**src/rtl/pipe_defs.sv**
```systemverilog
`default_nettype none
// ============================================================================
//  Module   : pipe_defs
//  Brief    : Shared encodings for the decode-stage hazard/control logic.
//  Revision : 1.0
// ============================================================================
package pipe_defs;

   localparam logic [1:0] IF_SEL_NPC = 2'b00;
   localparam logic [1:0] IF_SEL_ALU = 2'b01;
   localparam logic [1:0] IF_SEL_TA  = 2'b10;

   localparam logic [1:0] FWD_REG = 2'b00;
   localparam logic [1:0] FWD_EX  = 2'b01;
   localparam logic [1:0] FWD_MEM = 2'b10;
   localparam logic [1:0] FWD_WB  = 2'b11;

   // Wide enough for LOAD_LAT-1 with LOAD_LAT up to 7
   localparam int WAIT_W = 3;

   typedef enum logic [0:0] {
      RUN   = 1'b0,
      STALL = 1'b1
   } st_t;

endpackage
`default_nettype wire

```
**src/rtl/hz_fwd_sel.sv**
```systemverilog
`default_nettype none
// ============================================================================
//  Module   : hz_fwd_sel
//  Brief    : Per-operand forwarding source select, priority EX > MEM > WB.
//  Revision : 1.0
// ============================================================================
module hz_fwd_sel
   import pipe_defs::*;
(
   input  logic [4:0] rs,
   input  logic [4:0] ex_rd,
   input  logic       ex_we,
   input  logic [4:0] mem_rd,
   input  logic       mem_we,
   input  logic [4:0] wb_rd,
   input  logic       wb_we,
   output logic [1:0] sel
);

   // %g0 reads as zero, so it is never bypassed
   always_comb begin
      sel = FWD_REG;
      if (rs != 5'd0) begin
         if (ex_we && (ex_rd == rs))
            sel = FWD_EX;
         else if (mem_we && (mem_rd == rs))
            sel = FWD_MEM;
         else if (wb_we && (wb_rd == rs))
            sel = FWD_WB;
      end
   end

endmodule
`default_nettype wire

```
**src/rtl/id_hazard_ctrl.sv**
```systemverilog
`default_nettype none
// ============================================================================
//  Module   : id_hazard_ctrl
//  Brief    : Decode-stage load-use stall, branch/JMPL steering, delay-slot
//             annul, operand forwarding select and event counters.
//  Revision : 1.0
// ============================================================================
module id_hazard_ctrl
   import pipe_defs::*;
#(
   parameter int LOAD_LAT = 1,
   parameter int CNT_W    = 16
) (
   input  logic             clk,
   input  logic             R,
   input  logic [4:0]       id_rs1,
   input  logic [4:0]       id_rs2,
   input  logic             id_use_rs1,
   input  logic             id_use_rs2,
   input  logic             id_branch,
   input  logic             id_taken,
   input  logic             id_uncond,
   input  logic             id_annul,
   input  logic             id_jmpl,
   input  logic [4:0]       ex_rd,
   input  logic             ex_we,
   input  logic             ex_load,
   input  logic [4:0]       mem_rd,
   input  logic             mem_we,
   input  logic [4:0]       wb_rd,
   input  logic             wb_we,
   output logic             pc_le,
   output logic             ifid_le,
   output logic             ch_clear,
   output logic             idex_bubble,
   output logic [1:0]       if_sel,
   output logic [1:0]       fwd_a,
   output logic [1:0]       fwd_b,
   output logic [CNT_W-1:0] stall_cnt,
   output logic [CNT_W-1:0] annul_cnt
);

   localparam logic [WAIT_W-1:0] c_WAIT_INIT = WAIT_W'(LOAD_LAT - 1);
   localparam logic [WAIT_W-1:0] c_WAIT_ONE  = WAIT_W'(1);
   localparam logic [CNT_W-1:0]  c_CNT_ONE   = CNT_W'(1);

   st_t               r_state;
   st_t               w_state_nxt;
   logic [WAIT_W-1:0] r_wait;
   logic [WAIT_W-1:0] w_wait_nxt;
   logic [CNT_W-1:0]  r_stall_cnt;
   logic [CNT_W-1:0]  r_annul_cnt;
   logic              w_hz;
   logic              w_stall;

   assign w_hz = ex_load && ex_we && (ex_rd != 5'd0) &&
                 ((id_use_rs1 && (id_rs1 == ex_rd)) ||
                  (id_use_rs2 && (id_rs2 == ex_rd)));

   always_ff @(posedge clk or negedge R) begin
      if (!R) begin
         r_state <= RUN;
         r_wait  <= '0;
      end else begin
         r_state <= w_state_nxt;
         r_wait  <= w_wait_nxt;
      end
   end

   always_comb begin
      w_state_nxt = r_state;
      w_wait_nxt  = r_wait;
      w_stall     = 1'b0;
      pc_le       = 1'b1;
      ifid_le     = 1'b1;
      ch_clear    = 1'b0;
      idex_bubble = 1'b0;
      if_sel      = IF_SEL_NPC;

      // The hazard cycle itself is the first stall cycle; STALL covers the rest
      case (r_state)
         RUN: begin
            w_stall = w_hz;
            if (w_hz && (LOAD_LAT > 1)) begin
               w_state_nxt = STALL;
               w_wait_nxt  = c_WAIT_INIT;
            end
         end
         STALL: begin
            w_stall    = 1'b1;
            w_wait_nxt = r_wait - c_WAIT_ONE;
            if (r_wait == c_WAIT_ONE)
               w_state_nxt = RUN;
         end
         default: w_state_nxt = RUN;
      endcase

      if (w_stall) begin
         pc_le       = 1'b0;
         ifid_le     = 1'b0;
         idex_bubble = 1'b1;
      end else begin
         if (id_jmpl)
            if_sel = IF_SEL_ALU;
         else if (id_branch && id_taken)
            if_sel = IF_SEL_TA;
         // BA,a and untaken conditional with a=1 both kill the delay slot
         ch_clear = id_branch && id_annul && (!id_taken || id_uncond);
      end
   end

   always_ff @(posedge clk or negedge R) begin
      if (!R) begin
         r_stall_cnt <= '0;
         r_annul_cnt <= '0;
      end else begin
         if (w_stall)
            r_stall_cnt <= r_stall_cnt + c_CNT_ONE;
         if (ch_clear)
            r_annul_cnt <= r_annul_cnt + c_CNT_ONE;
      end
   end

   assign stall_cnt = r_stall_cnt;
   assign annul_cnt = r_annul_cnt;

   hz_fwd_sel u_fwd_a (
      .rs     (id_rs1),
      .ex_rd  (ex_rd),
      .ex_we  (ex_we),
      .mem_rd (mem_rd),
      .mem_we (mem_we),
      .wb_rd  (wb_rd),
      .wb_we  (wb_we),
      .sel    (fwd_a)
   );

   hz_fwd_sel u_fwd_b (
      .rs     (id_rs2),
      .ex_rd  (ex_rd),
      .ex_we  (ex_we),
      .mem_rd (mem_rd),
      .mem_we (mem_we),
      .wb_rd  (wb_rd),
      .wb_we  (wb_we),
      .sel    (fwd_b)
   );

endmodule
`default_nettype wire

```
**config.mk**
```make
export PLATFORM = sky130hd
export DESIGN_NAME = id_hazard_ctrl
export DESIGN_NICKNAME = d
export VERILOG_FILES = /design/src/rtl/pipe_defs.sv /design/src/rtl/hz_fwd_sel.sv /design/src/rtl/id_hazard_ctrl.sv
export SDC_FILE = /design/constraint.sdc
export NUM_CORES = 1
export LEC_CHECK = 0
export BUFFER_PORTS_ARGS = -buffer_cell sky130_fd_sc_hd__buf_2
export CAP_MARGIN = 0
export CORE_MARGIN = 2
export CORE_UTILIZATION = 45
export CTS_BUF_LIST = sky130_fd_sc_hd__clkbuf_8 sky130_fd_sc_hd__clkbuf_16
export DETAILED_ROUTE_END_ITERATION = 7
export GPL_TIMING_DRIVEN = 0
export HOLD_SLACK_MARGIN = 0.03
export PLACE_DENSITY = 0.74
export SKIP_CTS_REPAIR_TIMING = 1
export SYNTH_ARGS = -nofsm -noshare
export SYNTH_HDL_FRONTEND = slang
export SYNTH_SLANG_ARGS = --single-unit
```
**constraint.sdc**
```tcl
create_clock -name clk -period 2 [get_ports clk]
set_input_delay 0.2 -clock clk [delete_from_list [all_inputs] [get_ports clk]]
set_output_delay 0.2 -clock clk [all_outputs]
set_load 0.01 [all_outputs]
```
==> results of run 1 <==
[cells by family after synthesis]
logic type               after synthesis
buffers and inverters                 14
flip-flops                            36
XOR/XNOR                              62
AO/OA/AOI/OAI                         23
multiplexers                           2
adder cells (fa/ha/maj)                4
AND/OR/NAND/NOR                       74
[worst reg2reg max path, cell delays in order, from the launching register on]
cell and delay [ns]:
dfrtp_1 0.50, buf_1 0.46, clkbuf_1 0.40, o21ai_0 0.20
xnor2_1 0.15
[layout make-up]
type / instances / area (um^2) / area share
Buffer: 7 / 50.0 / 0.0182
Timing Repair Buffer: 79 / 395 / 0.143
Tap cell: 54 / 67.6 / 0.0245
Clock buffer: 7 / 96.3 / 0.0350
Sequential cell: 36 / 901 / 0.327
Inverter: 7 / 26.3 / 0.00953
Multi-Input combinational cell: 165 / 1220 / 0.443
[Yosys cell counts (2+ instances only)]
cell,count,share of area
nand3_1,10,0.023
xnor2_1,28,0.11
nor3b_1,2,0.0069
o2111ai_1,5,0.020
or4_1,2,0.0069
nor2_1,10,0.017
nand4_1,3,0.0086
nor4b_1,4,0.016
or2_2,2,0.0057
o21ai_0,4,0.0092
o211ai_1,6,0.021
xor2_1,34,0.14
mux2_2,2,0.010
and3_1,7,0.020
nor4_1,9,0.026
a21oi_1,3,0.0069
inv_1,7,0.012
dfrtp_1,36,0.41
clkbuf_1,2,0.0034
nand2_1,11,0.019
nor3_1,8,0.018
ha_1,4,0.023
nor2b_1,2,0.0057
[through the flow]
step                setup slack, ns  cells   util
floorplan                    0.0259    215      -
global placement            -0.0630    348  0.564
detailed placement          -0.0901    348  0.564
CTS                         -0.0975    355  0.585
global route                0.00649    355  0.587
finish                        0.115    355  0.587
[flip-flops by register name (all words and copies together) (netlist names)]
name and flops:
stall_cnt 16, r_state 1, annul_cnt 16, r_wait 3
[power groups by stage]
stage	Sequential (W)	Clock [W]	Combinational (W)
2_1_floorplan	0.000912	0	0.000153
3_3_place_gp	0.000890	0	0.000352
3_5_place_dp	0.000897	0	0.000361
4_1_cts	0.000882	0.000569	0.000360
5_1_grt	0.000894	0.000600	0.000394
6_report	0.000882	0.000549	0.000355
[worst paths after layout]
kind                                           start                         to  slack, ns  depth (start not counted)
setup / recovery                            ex_rd[0]                  if_sel[1]       0.11                          8
hold / removal                                     R  annul_cnt[15]$_DFFE_PN0P_      -0.02                          1
setup reg to reg                   r_state$_DFF_PN0_   stall_cnt[9]$_DFFE_PN0P_       0.17                          4
hold reg to reg            annul_cnt[15]$_DFFE_PN0P_  annul_cnt[15]$_DFFE_PN0P_       0.46                          1
max in group asynchronous                          R   stall_cnt[9]$_DFFE_PN0P_       1.53                          1
min in group clk                           id_branch   annul_cnt[2]$_DFFE_PN0P_       0.40                          4
[per-layer routing]
layer / track usage / wire, um / up-vias
met5: 0 / 0 / -
met4: 0.0808 / 87 / 0
met3: 0.0521 / 228 / 7
met2: 0.297 / 2260 / 57
met1: 0.263 / 2300 / 875
li1: - / - / 926
==> impl_metrics.tcl, run 1 <==
set metrics [dict create \
    grt_pass1_wl_um 8020 \
    hold_path_class "input port to async pin" \
    outcome "finished, violations left" \
    wl_um 4880 \
    yosys_warnings 0 \
    critPathCaptureType "primary output" \
    async_flop_share 1.00 \
    crit_chain "buf_2 > or3_1 > o311a_1 > o21a_2 > nor2_4 > inv_1 > nor3_1 > buf_2" \
    place_congestion 0.835 \
    drt_iter0_drc 87 \
    final_antenna_net_count 0 \
    insertion_delay_ns 0.29 \
    die_h_um 73.7 \
    syn_area_mm2 0.00218 \
    cts_root_buf "clkbuf_8" \
    violations "negative hold slack" \
    area_delta_synth_final_pct 26.2 \
    detail_route.wl_per_cell_um 13.7 \
    avgSynthCellArea_um2 10.2 \
    synth_edf_count 0 \
    slowest_stage "or3_1" \
    whs_ns -0.0176 \
    synth_seq_cells 36 \
    floorplan.initialDensity 0.466 \
    critPathRequiredTime_ns 1.80 \
    comb_power_share 0.199 \
    max_stage_delay_ns 0.36 \
    diodes 0 \
    crit_buf_inv 3 \
    synthSimpleGateAreaFrac 0.194 \
    port_buffers 79 \
    grt_pass1_vias 1737 \
    powerDensity_mw_per_mm2 648 \
    path_delay_family "simple AND/OR/NAND/NOR gates" \
    cts_buffer_depth 2 \
    synth_compound_area_frac 0.0767 \
    dieArea_mm2 0.00543 \
    period_minus_slack_ns 1.89 \
    fmax_mhz 530 \
    cts_buffers 5 \
    crit_fanout 5 \
    num-fill-cells 384 \
    dr_total_vias 1865 \
    dpl.hpwl_um 3810 \
    drc_errors 0 \
    ys.flop_type "dfrtp_1" \
    synth_fa_ha_area_frac 0.0229 \
    intPower_w 0.00127 \
    seqPwrFrac 0.494 \
    clkTransAtPathRegs_ns 0.07 \
    slew_headroom 0.486 \
    synth_fp_nets 257 \
    p_sw_frac 0.287 \
    cts_sinks 36 \
    criticalPathCategory "input port to primary output" \
    htreeDepth 2 \
    grt.overflow.total 0 \
    total_power_w 0.00179 \
    synth-seq-area-share 0.412 \
    grt_max_degree 37 \
    power_switching_w 0.000512 \
    final.period_utilization 0.943 \
    power.leakage_nw 1.41 \
    ir_drop_v 0.000435 \
    rsz0062_at_grt "false" \
    worst_pin_slew_ns 0.771 \
    crit_top_cell "buf_2" \
    clockPowerShare 0.308 \
    layout_commonest_cell "buf_2" \
    cts_tree "done" \
    io_pins 80 \
    synth_top_family_by_area "XOR/XNOR gates" \
    final_area_mm2 0.00276 \
    cp-start-kind "input port" \
    fin_worst_skew_ns 0.00430 \
    antenna_found_initial 0 \
    timing.max_cap.violations 0 \
    muxShareOfSynthArea 0.0103 \
    layout_common_cells "80 x buf_2, 36 x dfrtp_1, 34 x xor2_1" \
    drv_slew 0 \
    rows 25 \
    tns_ns 0 \
    drive_gt1_frac 0.329 \
    via_per_inst 5.25 \
    synthXorXnorAreaFrac 0.249 \
    synth_cells 215 \
    gr-usage-all-layers 0.195 \
    placed_area_mm2 0.00265 \
    synth_cell_type_count 37 \
    nets 343 \
    crit_arrival_ns 1.69 \
    setup_viol 0 \
    core_mm2 0.00469 \
    hold_violations 36 \
    first_pass_iters 4 \
    die_w_um 73.7 \
]
Power figures use the tool's default switching activity.
==> run 2, diff against run 1 <==
--- a/config.mk
+++ b/config.mk
@@ -6,5 +6,5 @@
 export NUM_CORES = 1
 export LEC_CHECK = 0
-export BUFFER_PORTS_ARGS = -buffer_cell sky130_fd_sc_hd__buf_2
+export BUFFER_PORTS_ARGS = -buffer_cell sky130_fd_sc_hd__clkbuf_2
 export CAP_MARGIN = 0
 export CORE_MARGIN = 2
==> constraint.sdc (replaced) <==
create_clock -name clk -period 2 [get_ports clk]
set_input_delay 0.4 -clock clk [delete_from_list [all_inputs] [get_ports clk]]
set_output_delay 0.4 -clock clk [all_outputs]
set_load 0.01 [all_outputs]
==> impl_metrics.tcl, run 2 (synthesized netlist as in run 1, its figures left out) <==
set metrics [dict create \
    outcome "finished, violations left" \
    violations "negative setup slack" \
    die_h_um 73.7 \
    powerDensity_mw_per_mm2 609 \
    hold_violations 0 \
    cts_buffer_depth 2 \
    timing.max_cap.violations 0 \
    cts_buffers 5 \
    fin_ws_ns -0.198 \
    power.leakage_nw 1.46 \
    final-seq-area_um2 901 \
    drv_slew 0 \
    area_delta_synth_final_pct 34.1 \
    hold_path_class "input port to async pin" \
    critPathCaptureType "primary output" \
    placed_area_mm2 0.00267 \
    die_w_um 73.7 \
    final_area_mm2 0.00293 \
    rows 25 \
    drc_errors 0 \
    fin_cells 362 \
    fin_worst_skew_ns 0.0101 \
    period_minus_slack_ns 2.20 \
    place_congestion 0.850 \
    dpl.hpwl_um 3850 \
    antenna_found_initial 0 \
    rsz0062_at_grt "true" \
    slew_headroom 0.405 \
    diodes 0 \
    final.period_utilization 1.10 \
    core_mm2 0.00469 \
    grt_pass1_wl_um 7980 \
    dr_total_vias 1947 \
    htreeDepth 2 \
    gr-usage-all-layers 0.186 \
    insertion_delay_ns 0.28 \
    wl_um 5430 \
    num-fill-cells 387 \
    clkTransAtPathRegs_ns 0.07 \
    crit_fanout 5 \
    cp-start-kind "input port" \
    first_pass_iters 4 \
    crit_arrival_ns 1.80 \
    critPathRequiredTime_ns 1.60 \
    cts_root_buf "clkbuf_8" \
    floorplan.initialDensity 0.466 \
    criticalPathCategory "input port to primary output" \
    cts_tree "done" \
    grt_pass1_vias 1799 \
    via_per_inst 5.38 \
    grt_max_degree 37 \
    drt_iter0_drc 57 \
    ir_drop_v 0.000412 \
    grt.overflow.total 0 \
    cts_sinks 36 \
    detail_route.wl_per_cell_um 15.0 \
    layout_commonest_cell "clkbuf_2" \
    multi_input_area_mm2 0.00129 \
    layout_common_cells "63 x clkbuf_2, 36 x dfrtp_1, 33 x xor2_1" \
    port_buffers 79 \
    dieArea_mm2 0.00543 \
    fin_util 0.624 \
    setup_viol 8 \
    whs_ns 0.227 \
    drive_gt1_frac 0.377 \
    io_pins 80 \
    nets 349 \
    worst_pin_slew_ns 0.893 \
    placed_cells 348 \
    fmax_mhz 455 \
    final_antenna_net_count 0 \
]
-- run 2: changes by cell type in the layout (fill, tap and decap cells not counted), sizes merged --
cell,change
inv,+2
clkinv,+1
buf,-57
clkbuf,+61
-- run 2: area by class of cell --
class	count	area share
buffer	7	0.0205
tap	54	0.0231
multi-input combinational	165	0.440
timing repair buffer	85	0.171
inverter	7	0.00897
clock buffer	5	0.0235
clock inverter	3	0.00555
sequential	36	0.308
-- run 2: worst max-delay path: stages --
cell and delay (ns):
buf_8 0.10, or3_1 0.36, o311a_1 0.33, o21a_2 0.15, nor2_4 0.16, inv_2 0.07, nor3_2 0.08, buf_2 0.14
-- run 2: layer usage --
metal | wire, um | part of all wire | track usage | up-vias
li1 | - | - | - | 940
met1 | 2380 | 0.44 | 0.242 | 933
met2 | 2660 | 0.49 | 0.310 | 68
met3 | 324 | 0.060 | 0.0521 | 6
met4 | 63 | 0.012 | 0.0424 | 0
met5 | 0 | 0 | 0 | -
-- run 2: through the flow --
step / setup TNS, ns / worst slack (ns) / total power, W
final: -1.01 / -0.198 / 0.00178
after global routing: -2.28 / -0.273 / 0.00188
after CTS: -0.847 / -0.266 / 0.00176
after detailed placement: -3.44 / -0.265 / 0.00126
after global placement: -3.14 / -0.253 / 0.00126
after floorplan: -0.0901 / -0.0901 / 0.00107
-- run 2: path summary, 6_finish.rpt --
path / startpoint / end / slack [ns] / cells past startpoint
max: ex_rd[2] / if_sel[1] / -0.20 / 8
min: R / annul_cnt[1]$_DFFE_PN0P_ / 0.23 / 1
max reg2reg: r_state$_DFF_PN0_ / stall_cnt[9]$_DFFE_PN0P_ / 0.12 / 4
min reg2reg: annul_cnt[15]$_DFFE_PN0P_ / annul_cnt[15]$_DFFE_PN0P_ / 0.46 / 1
max in group asynchronous: R / stall_cnt[8]$_DFFE_PN0P_ / 1.21 / 1
min in group clk: annul_cnt[15]$_DFFE_PN0P_ / annul_cnt[15]$_DFFE_PN0P_ / 0.46 / 1
-- run 2: power by group --
| group | leakage, nW | internal [W] | total, W | switching [W] |
|---|---|---|---|---|
| Sequential | 0.493 | 0.000793 | 0.000893 | 0.0000993 |
| Combinational | 0.918 | 0.000197 | 0.000401 | 0.000204 |
| Clock | 0.0507 | 0.000238 | 0.000490 | 0.000251 |
| Total | 1.46 | 0.00123 | 0.00178 | 0.000555 |
